### config.mk
export PLATFORM = sky130hd
export DESIGN_NAME = gate_sensor_conditioner_flat
export DESIGN_NICKNAME = d
export VERILOG_FILES = /design/src/rtl/gate_sensor_conditioner_pkg.sv /design/src/rtl/gate_sensor_conditioner_if.sv /design/src/rtl/sensor_channel.sv /design/src/rtl/gate_sensor_conditioner.sv /design/src/flat_wrapper.sv
export SDC_FILE = /design/constraint.sdc
export NUM_CORES = 1
export LEC_CHECK = 0
export ABC_AREA = 1
export ABC_CLOCK_PERIOD_IN_PS = 1700
export CAP_MARGIN = 20
export CORE_ASPECT_RATIO = 1.4
export CORE_MARGIN = 2
export CORE_UTILIZATION = 40
export DETAILED_ROUTE_END_ITERATION = 6
export PLACE_DENSITY = 0.58
export SLEW_MARGIN = 20
export SYNTH_ARGS = -nofsm -noshare
export SYNTH_HDL_FRONTEND = slang
export SYNTH_HIERARCHICAL = 1
export SYNTH_SLANG_ARGS = --single-unit
### constraint.sdc
create_clock -name clk -period 1.7 [get_ports clk]
set_clock_uncertainty 0.1 [all_clocks]
set_input_delay 0.17 -clock clk [delete_from_list [all_inputs] [get_ports clk]]
set_output_delay 0.17 -clock clk [all_outputs]
set_load 0.1 [all_outputs]
### src/rtl/gate_sensor_conditioner_pkg.sv
// gate_sensor_conditioner_pkg: channel state encoding and default timing constants.
package gate_sensor_conditioner_pkg;
  typedef enum logic [1:0] {CLEAR, BLOCKED, STUCK} chan_state_e;
  localparam int DEF_DEBOUNCE_CYCLES  = 50000;
  localparam int DEF_MIN_BLOCK_CYCLES = 250000;
  localparam int DEF_STUCK_CYCLES     = 500000000;
endpackage

### src/rtl/gate_sensor_conditioner_if.sv
// gate_sensor_conditioner_if: raw sensor inputs and conditioned outputs for both gate channels.
interface gate_sensor_conditioner_if;
  logic entry_n;
  logic exit_n;
  logic entry_pulse;
  logic exit_pulse;
  logic entry_blocked;
  logic exit_blocked;
  logic entry_stuck;
  logic exit_stuck;
  modport master (
    output entry_n, exit_n,
    input  entry_pulse, exit_pulse, entry_blocked, exit_blocked, entry_stuck, exit_stuck
  );
  modport slave (
    input  entry_n, exit_n,
    output entry_pulse, exit_pulse, entry_blocked, exit_blocked, entry_stuck, exit_stuck
  );
endinterface

### src/rtl/sensor_channel.sv
// sensor_channel: synchronizer, debouncer, pass/stuck FSM and dwell counter for one IR sensor.
module sensor_channel
  import gate_sensor_conditioner_pkg::*;
#(
  parameter int DEBOUNCE_CYCLES  = DEF_DEBOUNCE_CYCLES,
  parameter int MIN_BLOCK_CYCLES = DEF_MIN_BLOCK_CYCLES,
  parameter int STUCK_CYCLES     = DEF_STUCK_CYCLES
) (
  input  logic clk,
  input  logic rst,
  input  logic raw_n_i,
  output logic pulse_o,
  output logic blocked_o,
  output logic stuck_o
);
  localparam int CW = $clog2(DEBOUNCE_CYCLES + 1);
  localparam int DW = $clog2(STUCK_CYCLES + 1);
  localparam logic [CW-1:0] DEB_LAST = CW'(DEBOUNCE_CYCLES - 1);
  localparam logic [DW-1:0] MIN_V    = DW'(MIN_BLOCK_CYCLES);
  localparam logic [DW-1:0] STK_LAST = DW'(STUCK_CYCLES - 1);
  if (DEBOUNCE_CYCLES < 1 || MIN_BLOCK_CYCLES < 1 || MIN_BLOCK_CYCLES >= STUCK_CYCLES) begin : g_bad_params
    $error("sensor_channel: illegal DEBOUNCE/MIN_BLOCK/STUCK parameters");
  end
  logic [1:0] sync_q;
  logic sync_v, flip;
  logic deb_q, deb_d;
  logic [CW-1:0] cnt_q, cnt_d;
  logic [DW-1:0] dwell_q;
  chan_state_e state_q;
  logic pulse_q, stuck_q;
  assign sync_v = sync_q[1];
  // a level change is accepted on the last of DEBOUNCE_CYCLES consecutive differing samples
  always_comb begin
    flip  = (sync_v != deb_q) && (cnt_q == DEB_LAST);
    cnt_d = (sync_v == deb_q || flip) ? '0 : cnt_q + CW'(1);
    deb_d = flip ? sync_v : deb_q;
  end
  always_ff @(posedge clk) begin
    if (rst) begin
      sync_q  <= 2'b11;
      deb_q   <= 1'b1;
      cnt_q   <= '0;
      state_q <= CLEAR;
      dwell_q <= '0;
      pulse_q <= 1'b0;
      stuck_q <= 1'b0;
    end else begin
      sync_q  <= {sync_q[0], raw_n_i};
      deb_q   <= deb_d;
      cnt_q   <= cnt_d;
      pulse_q <= 1'b0;
      case (state_q)
        CLEAR: begin
          if (!deb_q) begin
            state_q <= BLOCKED;
            dwell_q <= '0;
          end
        end
        BLOCKED: begin
          if (deb_q) begin
            state_q <= CLEAR;
            pulse_q <= dwell_q >= MIN_V;
          end else begin
            dwell_q <= dwell_q + DW'(1);
            if (dwell_q == STK_LAST) begin
              state_q <= STUCK;
              stuck_q <= 1'b1;
            end
          end
        end
        STUCK: begin
          if (deb_q) begin
            state_q <= CLEAR;
            stuck_q <= 1'b0;
          end
        end
        default: state_q <= CLEAR;
      endcase
    end
  end
  assign pulse_o   = pulse_q;
  assign blocked_o = ~deb_q;
  assign stuck_o   = stuck_q;
endmodule

### src/rtl/gate_sensor_conditioner.sv
// gate_sensor_conditioner: two independent entry/exit IR sensor channels.
module gate_sensor_conditioner
  import gate_sensor_conditioner_pkg::*;
#(
  parameter int DEBOUNCE_CYCLES  = DEF_DEBOUNCE_CYCLES,
  parameter int MIN_BLOCK_CYCLES = DEF_MIN_BLOCK_CYCLES,
  parameter int STUCK_CYCLES     = DEF_STUCK_CYCLES
) (
  input logic clk,
  input logic rst,
  gate_sensor_conditioner_if.slave bus
);
  sensor_channel #(
    .DEBOUNCE_CYCLES(DEBOUNCE_CYCLES),
    .MIN_BLOCK_CYCLES(MIN_BLOCK_CYCLES),
    .STUCK_CYCLES(STUCK_CYCLES)
  ) u_entry (
    .clk(clk),
    .rst(rst),
    .raw_n_i(bus.entry_n),
    .pulse_o(bus.entry_pulse),
    .blocked_o(bus.entry_blocked),
    .stuck_o(bus.entry_stuck)
  );
  sensor_channel #(
    .DEBOUNCE_CYCLES(DEBOUNCE_CYCLES),
    .MIN_BLOCK_CYCLES(MIN_BLOCK_CYCLES),
    .STUCK_CYCLES(STUCK_CYCLES)
  ) u_exit (
    .clk(clk),
    .rst(rst),
    .raw_n_i(bus.exit_n),
    .pulse_o(bus.exit_pulse),
    .blocked_o(bus.exit_blocked),
    .stuck_o(bus.exit_stuck)
  );
endmodule

### src/flat_wrapper.sv
// flat-port wrapper written by rule: the top's interface ports become plain ports
module gate_sensor_conditioner_flat import gate_sensor_conditioner_pkg::*;
#(
  parameter int DEBOUNCE_CYCLES  = DEF_DEBOUNCE_CYCLES,
  parameter int MIN_BLOCK_CYCLES = DEF_MIN_BLOCK_CYCLES,
  parameter int STUCK_CYCLES     = DEF_STUCK_CYCLES
)
  (clk, rst, bus_entry_n, bus_exit_n, bus_entry_pulse, bus_exit_pulse, bus_entry_blocked, bus_exit_blocked, bus_entry_stuck, bus_exit_stuck);
  gate_sensor_conditioner_if bus_i ();
  input logic clk;
  input logic rst;
  input wire logic [$bits(bus_i.entry_n)-1:0] bus_entry_n;
  input wire logic [$bits(bus_i.exit_n)-1:0] bus_exit_n;
  output wire logic [$bits(bus_i.entry_pulse)-1:0] bus_entry_pulse;
  output wire logic [$bits(bus_i.exit_pulse)-1:0] bus_exit_pulse;
  output wire logic [$bits(bus_i.entry_blocked)-1:0] bus_entry_blocked;
  output wire logic [$bits(bus_i.exit_blocked)-1:0] bus_exit_blocked;
  output wire logic [$bits(bus_i.entry_stuck)-1:0] bus_entry_stuck;
  output wire logic [$bits(bus_i.exit_stuck)-1:0] bus_exit_stuck;
  assign bus_i.entry_n = bus_entry_n;
  assign bus_i.exit_n = bus_exit_n;
  assign bus_entry_pulse = bus_i.entry_pulse;
  assign bus_exit_pulse = bus_i.exit_pulse;
  assign bus_entry_blocked = bus_i.entry_blocked;
  assign bus_exit_blocked = bus_i.exit_blocked;
  assign bus_entry_stuck = bus_i.entry_stuck;
  assign bus_exit_stuck = bus_i.exit_stuck;
  gate_sensor_conditioner #(.DEBOUNCE_CYCLES(DEBOUNCE_CYCLES), .MIN_BLOCK_CYCLES(MIN_BLOCK_CYCLES), .STUCK_CYCLES(STUCK_CYCLES)) u_core (.clk(clk), .rst(rst), .bus(bus_i));
endmodule
=== After elaboration in Yosys (flattened, before gate mapping) ===
Cells that the tools add are included.

* Register bits: 104
* Input port bits: 4
* Output and inout port bits: 6
* Word-level logic and storage cells: 90

* $add $sub $neg: 4
* Order comparisons: 2
* Eq/ne operators: 22
* Mux-type cells: 24
* Bitwise operators: 4
* Reductions and logical operators: 20

{| class="wikitable"
|+ Operator list
! cell !! count
|-
| 29-bit 2-to-1 mux || 4
|-
| 29-bit case mux with 2 select lines || 2
|-
| 29-bit by 1-bit adder with 29-bit output, second input constant || 2
|-
| 29-bit equality test, second input constant || 2
|-
| 29-bit by 18-bit greater-or-equal comparator with 1-bit output, second input constant || 2
|-
| 16-bit by 1-bit adder with 16-bit output, second input constant || 2
|-
| 16-bit equality test, second input constant || 2
|-
| 2-bit 2-to-1 mux || 8
|-
| 2-bit != test, second input constant || 8
|-
| 2-bit case mux with 3 select lines || 2
|-
| 3-bit AND reduction || 4
|-
| 4-bit AND reduction || 2
|-
| 2-bit nonzero test || 4
|-
| 1-bit 2-to-1 mux || 6
|-
| 3-bit != test, second input constant || 2
|-
| 3-bit OR reduction || 2
|-
| 2-bit by 1-bit equality test with 1-bit output, second input constant || 2
|-
| 2-bit equality test, second input constant || 2
|-
| 2-bit logical NOT || 2
|-
| 1-bit inverter || 4
|-
| 1-bit case mux with 2 select lines || 2
|-
| 2-bit OR reduction || 2
|-
| 1-bit equality test || 2
|-
| 1-bit logical AND || 2
|-
| 2 further kinds || 4
|}

=== Longest topological paths before layout ===
* Depth in word-level cells: 4
* Depth in mapped cells: 10
* Mapped depth without buffers: 10

=== Modules after synthesis ===
Netlist, hierarchy kept.

{| class="wikitable"
|+ Modules (own cells, without submodules)
! module !! instances !! cells each !! area an instance (um2) !! sequential area each (um2)
|-
| sensor_channel || 2 || 423 || 2,847.7 || 1,041.0
|}

=== Least setup slack after synthesis ===
OpenSTA, ideal clock, no wires.

* Path type: register -> register
* Start: register u_core.u_entry.deb_q
* End: register u_core.u_entry.dwell_q[25]
* Setup time: 0.115 ns
* Arrival: 1.397 ns
* Required time: 1.485 ns
* Path slack: 0.088 ns
* Cell stages (with the launch flop): 9
* Buffers on the path: 0
* Period minus slack after synthesis: 1.612 ns
* Cells stage by stage: dfxtp_1 > inv_2 > nand2_2 > nor2_2 > nand3_1 > nor2_1 > nand3_1 > nand2_1 > nor2_1

* Longest elaborated chain between the ends: 2
* Elaborated cells on any way between the ends: 3
* Those cells by class: 2 x eq/ne; 1 x reduce/logical

{| class="wikitable"
|+ Ends and longest elaborated chain
! element !! RTL line !! source
|-
| start: declaration || sensor_channel.sv:26 || <nowiki>logic deb_q, deb_d;</nowiki>
|-
| start signal: assignment || sensor_channel.sv:41 || <nowiki>deb_q <= 1'b1;</nowiki>
|-
| start signal: assignment || sensor_channel.sv:49 || <nowiki>deb_q <= deb_d;</nowiki>
|-
| 2-bit != test (no source line) || - ||
|-
| 3-bit AND reduction (no source line) * || - ||
|-
| end signal: assignment || sensor_channel.sv:64 || <nowiki>dwell_q <= dwell_q + DW'(1);</nowiki>
|-
| end: declaration || sensor_channel.sv:28 || <nowiki>logic [DW-1:0] dwell_q;</nowiki>
|}

Mark *: on every way between the ends. The rest lies on a longest branch, timed or not.
A chain may end at the register's enable or synchronous reset.

=== Worst setup path in the final report ===
* Start: register u_core.u_exit.dwell_q[1]
* End: register u_core.u_exit.dwell_q[14]

* Longest elaborated chain between the ends: 3

{| class="wikitable"
|+ Ends and longest elaborated chain
! element !! RTL line !! source
|-
| start: declaration || sensor_channel.sv:28 ||
|-
| start signal: assignment || sensor_channel.sv:64 ||
|-
| 29-bit by 1-bit adder with 29-bit output || sensor_channel.sv:64 ||
|-
| 29-bit 2-to-1 mux || sensor_channel.sv:60 || <nowiki>if (deb_q) begin</nowiki>
|-
| 29-bit case mux with 2 select lines || sensor_channel.sv:52 || <nowiki>case (state_q)</nowiki>
|}

Every way passes these cells. The select of a mux whose other input is x is not followed.

==> flow_summary.toml <==
[status]
outcome = "complete, no violations"

[placed_design]
place.detailed.hpwl_mm = 9.56
place_inst = 1057
io_buffers = 9
gp_congestion = 0.842

[die]
die_w_um = 105
io_pins = 10
die_area_sq_um = 15200
core.rowCount = 51
start_util_pct = 40.9
core_area_sq_um = 13900
die_y_um = 145

[power_and_ir_drop]
power_mw = 4.91
power.leakage_nw = 2.43
power_density_nw_per_um2 = 746
irDropWorstVdd_v = 0.000446

[layout]
fin_util_pct = 47.3
drive_gt1_share_pct = 13.8
layout.cells.non_filler = 1074
syn_to_final_growth_pct = 15.6
diodes = 0
final_nets = 894

[timing]
setup_violations = 0
worst_pin_slew_ns = 0.301
drv_slew = 0
fin_hold_ws_ns = 0.264
rsz0062_at_grt = "yes"
min_period_over_period_pct = 93.4
max_slew_margin_pct = 79.8
hold_viol = 0
fmax_mhz = 630
fin_crit_ns = 1.59

[synthesis]
synthArstFlopShare_pct = 0
ys_top_cells_by_area = "dfxtp_1, nand2_1, nor2_1"
synth_edf_count = 0
ys_seq_area_share_pct = 36.6
ys_ff_latch = 104
syn_area_per_cell_sq_um = 6.73
synth_area_sq_um = 5700
syn_inst = 846
synth_cell_types = 33
ys_top_cells_by_count = "nand2_1, nor2_1, inv_1"
ys_warn_count = 6
synth.net_count = 856
yosys.area.top_type = "dfxtp_1"
synth_top_area_share_pct = 36.6
synth_ff_type = "dfxtp_1"
synth_most_common_cell = "nand2_1"

[setup_path]
path_class = "register to register"
reg2reg_to = "u_core/u_exit/dwell_q[14]"
start_kind = "register"
r2r_slack_ns = 0.11
ff2ff_path_depth = 8
crit_required_ns = 1.86
critPathArrivalTime_ns = 1.75
endpoint_kind = "register"
reg2reg_from = "u_core/u_exit/dwell_q[1]"
cp_max_fo = 5

[route]
firstDrtPassIters = 5
drc = 0
wl_per_cell_um = 11.9
drt-total-wl_mm = 12.8
via_count = 5132
ant_nets = 0
drtIter0Drc = 205
avgViaCountPerCell = 4.78

[cts]
numCtsBuffers = 9
clock-sinks = 104
cts_tree = "built"
clockRootBuffer = "clkbuf_16"
clkSlewWorstSetupHoldPaths_ns = 0.07
cts_max_level = 3
clock_latency_ns = 0.36
cts_buffer_depth = 2

[global_routing]
grt-busiest-layer = "met2"
globalRouteOverflowTotal = 0
use_met3_pct = 2.96
grt_pass1_wl_mm = 21.8
antenna_found_initial = 0
track_usage_pct = 17.5
use_met2_pct = 31.7
use_met1_pct = 19.9
grt_pass1_vias = 4843
grt_max_degree = 28

[hold_path]
hold_class = "primary input to register"
hp-start = "bus_exit_n"
whs_path_depth = 2
hold_path_end = "u_core/u_exit/sync_q[0]"

[flow_run]
drv_cap = 0
power by group:
| part | switching, mW | internal, mW | leakage (nW) |
|---|---|---|---|
| clock | 1.02 | 1.35 | 0.164 |
| combinational | 0.0541 | 0.0408 | 1.43 |
| sequential | 0.00252 | 2.44 | 0.839 |
| total | 1.08 | 3.83 | 2.43 |
how the worst max path moves through the flow:
stage	from	end	slack (ns)	cells past startpoint
2_1_floorplan	u_core/u_entry/deb_q	u_core/u_entry/dwell_q[25]	0.09	8
3_3_place_gp	rst	u_core/u_entry/cnt_q[2]	0.04	7
3_5_place_dp	rst	u_core/u_entry/cnt_q[12]	-0.009	7
4_1_cts	u_core/u_exit/dwell_q[1]	u_core/u_exit/dwell_q[16]	0.02	8
5_1_grt	u_core/u_exit/dwell_q[1]	u_core/u_exit/dwell_q[16]	-0.005	8
6_report	u_core/u_exit/dwell_q[1]	u_core/u_exit/dwell_q[14]	0.11	8
per-layer routing:
layer	share of wire [%]	routed length [um]	up-vias
met5	0	0	-
met2	51	6560	71
li1	-	-	2780
met4	2.3	287	0
met1	44	5600	2265
met3	2.4	305	16
critical path, cell delays in order (launching register included):
cell and delay [ns]:
dfxtp_2 0.36, ha_1 0.19, inv_1 0.08, nor2_4 0.17
nand3_2 0.14, nor2_4 0.16, nand2_1 0.08, o21ai_0 0.16
nor2_1 0.05
timing repair:
| item | 4_1_cts | 5_1_grt |
|---|---|---|
| setup endpoints to repair | 0 | 38 |
| hold buffers | 0 | 0 |
| hold endpoints to repair | 0 | 0 |
| gates resized for setup | 0 | 7 |
| setup buffers | 0 | 1 |
cells by family (layout without fill, tap and decap cells):
kind of cell / after synthesis / after routing / share of synthesized area [%]
and+or+nand+nor: 502 / 502 / 42.0
buffers and inverters: 128 / 171 / 9.27
DFF: 104 / 104 / 36.6
AOI/OAI and AO/OA: 96 / 96 / 9.27
xor gates and xnor gates: 10 / 10 / 1.54
adders and majority gates: 6 / 6 / 1.32
cell type report:
class	instances	area [sq um]
clock inverter	6	95.1
sequential	104	2080
fill	1474	7330
tap	185	231
clock buffer	10	239
inverter	118	443
timing repair buffer	37	385
multi-input combinational	614	3110
flip-flops by register name (all words and copies together), names as in the netlist, 2 cells and up:
| signal | count |
|---|---|
| u_core/u_entry/state_q | 2 |
| u_core/u_entry/sync_q | 2 |
| u_core/u_exit/sync_q | 2 |
| u_core/u_entry/dwell_q | 29 |
| u_core/u_exit/cnt_q | 16 |
| u_core/u_exit/state_q | 2 |
| u_core/u_entry/cnt_q | 16 |
| u_core/u_exit/dwell_q | 29 |
through the flow:
| stage | setup WS [ns] | TNS [ns] | instance area, sq um |
|---|---|---|---|
| after detailed placement | -0.00865 | -0.00865 | 6220 |
| final | 0.113 | 0 | 6580 |
| after global routing | -0.00481 | -0.00481 | 6580 |
| after floorplan | 0.0879 | 0 | 5700 |
| after CTS | 0.0236 | 0 | 6550 |
| after global placement | 0.0431 | 0 | 6220 |
cell usage in the layout, fill, tap and decap left out, types with 2 or more instances in the layout:
cell type / Yosys / routed
nor3_2: 4 / 4
nand2_2: 8 / 8
o21bai_1: 4 / 4
or2_0: 2 / 2
nand4_1: 26 / 26
o31ai_1: 2 / 2
nor3_1: 16 / 16
ha_1: 6 / 6
a21oi_4: 2 / 2
nor2_1: 144 / 142
xor2_1: 6 / 6
clkbuf_16: 0 / 9
o21ai_0: 20 / 20
dfxtp_1: 104 / 103
nor4_1: 2 / 2
or2_2: 4 / 4
xnor2_1: 4 / 4
inv_6: 0 / 4
nor3b_1: 2 / 2
buf_12: 0 / 8
bufinv_16: 0 / 2
nor2_2: 18 / 20
nand2_1: 182 / 180
buf_4: 4 / 26
clkinv_1: 2 / 2
nor2_4: 18 / 18
nand3_1: 62 / 62
clkdlybuf4s50_1: 0 / 3
a21oi_1: 62 / 62
nand2_4: 0 / 2
nand3_4: 2 / 2
and3_1: 2 / 2
inv_1: 114 / 114
nand3_2: 10 / 10
inv_2: 2 / 2
a211oi_1: 2 / 2
a31oi_1: 4 / 4
No activity file was read; power rests on OpenSTA's default activity.
